## src/rtl/gestor_burbujas.sv

```systemverilog
// Stall/bubble controller: turns load-use hazard and taken-branch requests into
// PC/fetch holds, Exe bubbles and fetch flushes, plus saturating profiling counters.
module gestor_burbujas #(
  parameter int LAT_CARGA    = 1,
  parameter int FLUSH_CICLOS = 2,
  parameter int ANCHO_CNT    = 16
) (
  input  logic                 clk,
  input  logic                 rst_n,
  input  logic                 riesgo_carga,
  input  logic                 salto_tomado,
  input  logic                 mem_ocupado,
  input  logic                 cnt_clr,
  output logic                 PC_EN,
  output logic                 F_Reg_EN,
  output logic                 E_Reg_EN,
  output logic                 NOP_Mux,
  output logic                 flush_F,
  output logic [1:0]           estado,
  output logic [ANCHO_CNT-1:0] cnt_burbujas,
  output logic [ANCHO_CNT-1:0] cnt_vaciados
);

  typedef enum logic [1:0] {
    CORRE   = 2'd0,
    BURBUJA = 2'd1,
    VACIA   = 2'd2
  } estado_e;

  localparam logic [3:0] CARGA_INI = 4'(LAT_CARGA - 1);
  localparam logic [3:0] FLUSH_INI = 4'(FLUSH_CICLOS - 1);

  estado_e              estado_q, estado_d;
  logic [3:0]           cuenta_q, cuenta_d;
  logic [ANCHO_CNT-1:0] cnt_burbujas_q, cnt_vaciados_q;
  logic                 inc_burbujas, inc_vaciados;

  // Outputs stay at their reset values while rst_n is low, whatever the inputs.
  always_comb begin
    PC_EN        = 1'b1;
    F_Reg_EN     = 1'b1;
    E_Reg_EN     = 1'b1;
    NOP_Mux      = 1'b0;
    flush_F      = 1'b0;
    estado_d     = estado_q;
    cuenta_d     = cuenta_q;
    inc_burbujas = 1'b0;
    inc_vaciados = 1'b0;
    if (rst_n) begin
      if (mem_ocupado) begin
        PC_EN    = 1'b0;
        F_Reg_EN = 1'b0;
        E_Reg_EN = 1'b0;
      end else if (salto_tomado) begin
        flush_F      = 1'b1;
        NOP_Mux      = 1'b1;
        inc_vaciados = 1'b1;
        if (FLUSH_CICLOS > 1) begin
          estado_d = VACIA;
          cuenta_d = FLUSH_INI;
        end else begin
          estado_d = CORRE;
          cuenta_d = '0;
        end
      end else begin
        case (estado_q)
          BURBUJA: begin
            PC_EN        = 1'b0;
            F_Reg_EN     = 1'b0;
            NOP_Mux      = 1'b1;
            inc_burbujas = 1'b1;
            cuenta_d     = cuenta_q - 4'd1;
            if (cuenta_q <= 4'd1) estado_d = CORRE;
          end
          VACIA: begin
            flush_F  = 1'b1;
            NOP_Mux  = 1'b1;
            cuenta_d = cuenta_q - 4'd1;
            if (cuenta_q <= 4'd1) estado_d = CORRE;
          end
          default: begin
            // The illegal encoding falls in here and is steered back to CORRE.
            estado_d = CORRE;
            if (riesgo_carga) begin
              PC_EN        = 1'b0;
              F_Reg_EN     = 1'b0;
              NOP_Mux      = 1'b1;
              inc_burbujas = 1'b1;
              if (LAT_CARGA > 1) begin
                estado_d = BURBUJA;
                cuenta_d = CARGA_INI;
              end
            end
          end
        endcase
      end
    end
  end

  // Clear beats increment and is honoured during a freeze; counters never wrap.
  always_ff @(posedge clk or negedge rst_n) begin
    if (!rst_n) begin
      estado_q       <= CORRE;
      cuenta_q       <= '0;
      cnt_burbujas_q <= '0;
      cnt_vaciados_q <= '0;
    end else begin
      estado_q <= estado_d;
      cuenta_q <= cuenta_d;
      if (cnt_clr) begin
        cnt_burbujas_q <= '0;
        cnt_vaciados_q <= '0;
      end else begin
        if (inc_burbujas && (cnt_burbujas_q != '1))
          cnt_burbujas_q <= cnt_burbujas_q + 1'b1;
        if (inc_vaciados && (cnt_vaciados_q != '1))
          cnt_vaciados_q <= cnt_vaciados_q + 1'b1;
      end
    end
  end

  assign estado       = estado_q;
  assign cnt_burbujas = cnt_burbujas_q;
  assign cnt_vaciados = cnt_vaciados_q;

endmodule
```

## config.mk

```make
export PLATFORM = sky130hd
export DESIGN_NAME = gestor_burbujas
export DESIGN_NICKNAME = d
export VERILOG_FILES = /design/src/rtl/gestor_burbujas.sv
export SDC_FILE = /design/constraint.sdc
export NUM_CORES = 1
export LEC_CHECK = 0
export CAP_MARGIN = 20
export CORE_ASPECT_RATIO = 1.5
export CORE_MARGIN = 10
export CORE_UTILIZATION = 50
export CTS_BUF_LIST = sky130_fd_sc_hd__clkbuf_16
export CTS_CLUSTER_DIAMETER = 60
export DETAILED_ROUTE_END_ITERATION = 16
export HOLD_SLACK_MARGIN = 0.1
export PLACE_DENSITY_LB_ADDON = 0.08
export SYNTH_ARGS = -nofsm -noshare
export SYNTH_HDL_FRONTEND = slang
export SYNTH_SLANG_ARGS = --single-unit
```

## constraint.sdc

```tcl
create_clock -name clk -period 2.6 [get_ports clk]
set_clock_uncertainty 0.15 [all_clocks]
set_input_delay 0.39 -clock clk [delete_from_list [all_inputs] [get_ports clk]]
set_output_delay 0.39 -clock clk [all_outputs]
set_load 0.03 [all_outputs]
```

==> results.cfg <==
[outcome]
outcome = finished clean

[cts]
clock-sinks = 37
clock_tree.buffer_depth = 2
cts_tree = done
ctsRootBufferMaster = clkbuf_16
clk_latency_ps = 280
htree_levels = 2
clk_pin_slew_ps = 60
cts_buffers = 5

[die]
rows = 28
die_y_um = 99.3
core_um2 = 3990
die_area_um2 = 7230
ios = 45
start_util_pct = 52.4
die_width_um = 72.8

[sta]
setup_viol = 0
max_freq_mhz = 414
setup_tns_ps = 0
period_minus_slack_ps = 2410
hold_violations = 0
setup_ws_ps = 186
finalCritPeriodShare_pct = 92.9
rsz0062_at_grt = no
slew_violations = 0

[yosys]
seq_area_frac_synth_pct = 44.2
synth.distinct_cells = 42
netlist_area_um2 = 2090
synth.largest_area_cell = dfrtp_1
synth_area_per_cell_um2 = 9.56
ys_warn_count = 0
synth.top_cell.area_share_pct = 44.2
synth_nets = 229
synth_area_leaders = dfrtp_1, nor2_1, xnor2_1
post_synth_inst_count = 219
ys_ff_latch = 37

[global_route]
first_global_vias = 1914
antenna_found_initial = 0
grt_pass1_wl_um = 8870
track_usage_pct = 15.0
overflow = 0
grt_max_degree = 26

[job]
cap_violations = 0

[route]
wl_um = 5120
via_per_inst = 5.63
dr.pass1.iters = 4
final_antenna_net_count = 0
drtIter0Drc = 105
drc_errors = 0
vias = 1761
avgRoutedWirePerCell_um = 16.3

[setup_path]
path_buf_inv = 3
r2r-end = cnt_burbujas[5]$_DFFE_PN0P_
rr_worst_depth = 6
crit_family = buffers and inverters
regToRegStartpoint = cnt_burbujas[0]$_DFFE_PN0P_
critPathArrivalTime_ps = 1870
cp_max_fo = 8
path_cells = dlygate4sd3_1 -> buf_2 -> nand2_1 -> clkdlybuf4s50_1
critPathLaunchType = input pin
slowest_stage = clkdlybuf4s50_1
critPathCaptureType = output pin
slowest_delay_ps = 680
reg2reg_slack_ps = 580
required_ps = 2060
path_class = input pin to output pin

[placement]
dp_slack_ps = 188
dp_hpwl_um = 3770
gp_congestion = 0.796
port_buffers = 43

[power]
peakVddDrop_v = 0.000577
powerDensity_nw_per_um2 = 561
finalPower_w = 0.00154
p_leak_nw = 1.13

[finish]
fin_nets = 277
area_growth_pct = 31.2
nFillCells = 330
multiInputGateArea_um2 = 1110
antennaDiodeCount = 0
regArea_um2 = 926
layout-drive-gt1-share_pct = 12.3

[min_path]
hold_path.class = input pin to asynchronous set/reset pin
-- worst max path at each step --
stage,slack [ps],depth (start not counted),to,startpoint
6_report,190,4,E_Reg_EN,rst_n
5_1_grt,60,6,flush_F,rst_n
4_1_cts,130,5,PC_EN,rst_n
3_5_place_dp,190,6,cnt_burbujas[5]$_DFFE_PN0P_,salto_tomado
3_3_place_gp,230,6,cnt_burbujas[5]$_DFFE_PN0P_,salto_tomado
2_1_floorplan,380,3,PC_EN,estado[1]$_DFFE_PN0P_
-- routing by layer --
metal,share of wire [%],GRT usage (%),vias up
li1,-,-,852
met1,40,15.7,862
met2,53,26.4,38
met3,5.7,5.37,9
met4,1.9,5.28,0
met5,0,0,-
-- what timing repair did --
action / in CTS / in global routing
hold endpoints to repair: 13 / 0
setup endpoints to repair: 0 / 3
hold buffers: 1 / 0
resized for setup: 0 / 2
buffers inserted: 0 / 0
-- final cells by class --
cell class                 instances  share of cell area [%]
clock buffer                       5                    4.55
clock inverter                     3                    1.37
inverter                           5                   0.683
multi-input combinational        168                    40.4
sequential                        37                    33.7
tap                               45                    2.05
timing repair buffer              50                    17.3
-- registers in the layout, summed over array words and instances (netlist names) --
| name | flops |
|---|---|
| cnt_burbujas | 16 |
| cnt_vaciados | 16 |
| cuenta_q | 4 |
| estado | 1 |
-- Yosys cell counts, drive strengths merged --
library cell and count:
nor3b 3, nand4 13, nor3 7, ha 4, and4bb 1, o31ai 1, and3 3, or3b 2
clkbuf 5, nand4b 2, xor2 15, and4 1, xnor2 16, o21ai 5, nand3 11, o2111ai 1
inv 5, nand2 18, or3 1, nor2 40, a31o 1, dfrtp 37, nand2b 2, o41ai 1
a21oi 4, nor4b 1, nand3b 1, conb 1, or4b 1, nor4 9, or4 1, and2 1
and2b 1, buf 4
-- where the power goes --
| group | total (W) | internal [W] | switching (W) |
|---|---|---|---|
| registers | 0.000650 | 0.000611 | 0.0000399 |
| clock network | 0.000682 | 0.000446 | 0.000236 |
| logic | 0.000210 | 0.0000848 | 0.000126 |
| total | 0.00154 | 0.00114 | 0.000402 |
-- per-stage QoR --
step	cell area (um^2)	util (%)	hold WS, ps	std cells
finish	2750	68.8	326	313
global route	2750	68.8	370	313
CTS	2750	68.7	323	313
detailed placement	2570	64.4	86.4	304
global placement	2570	64.4	85.9	304
floorplan	2090	-	-55.6	219
-- cell usage in the layout, fill, tap and decap left out, types with 6 or more instances in the layout --
| cell | count |
|---|---|
| xor2_1 | 15 |
| dfrtp_1 | 37 |
| clkdlybuf4s50_1 | 38 |
| xnor2_1 | 16 |
| nand2_1 | 18 |
| nor2_1 | 39 |
| inv_1 | 6 |
| nand3_1 | 11 |
| buf_4 | 9 |
| nand4_1 | 12 |
-- cells by family (layout without fill, tap and decap cells) --
logic type               count (synthesis)  count (layout)  share of synthesized area (%)
AND/OR/NAND/NOR                        119             119                           33.5
AO/OA/AOI/OAI                           13              13                           3.76
XOR/XNOR                                31              31                           13.0
adder cells (fa/ha/maj)                  4               4                           2.39
buffers and inverters                   14              63                           3.05
other                                    1               1                          0.179
flip-flops                              37              37                           44.2
(Power assumes the default switching activity.)
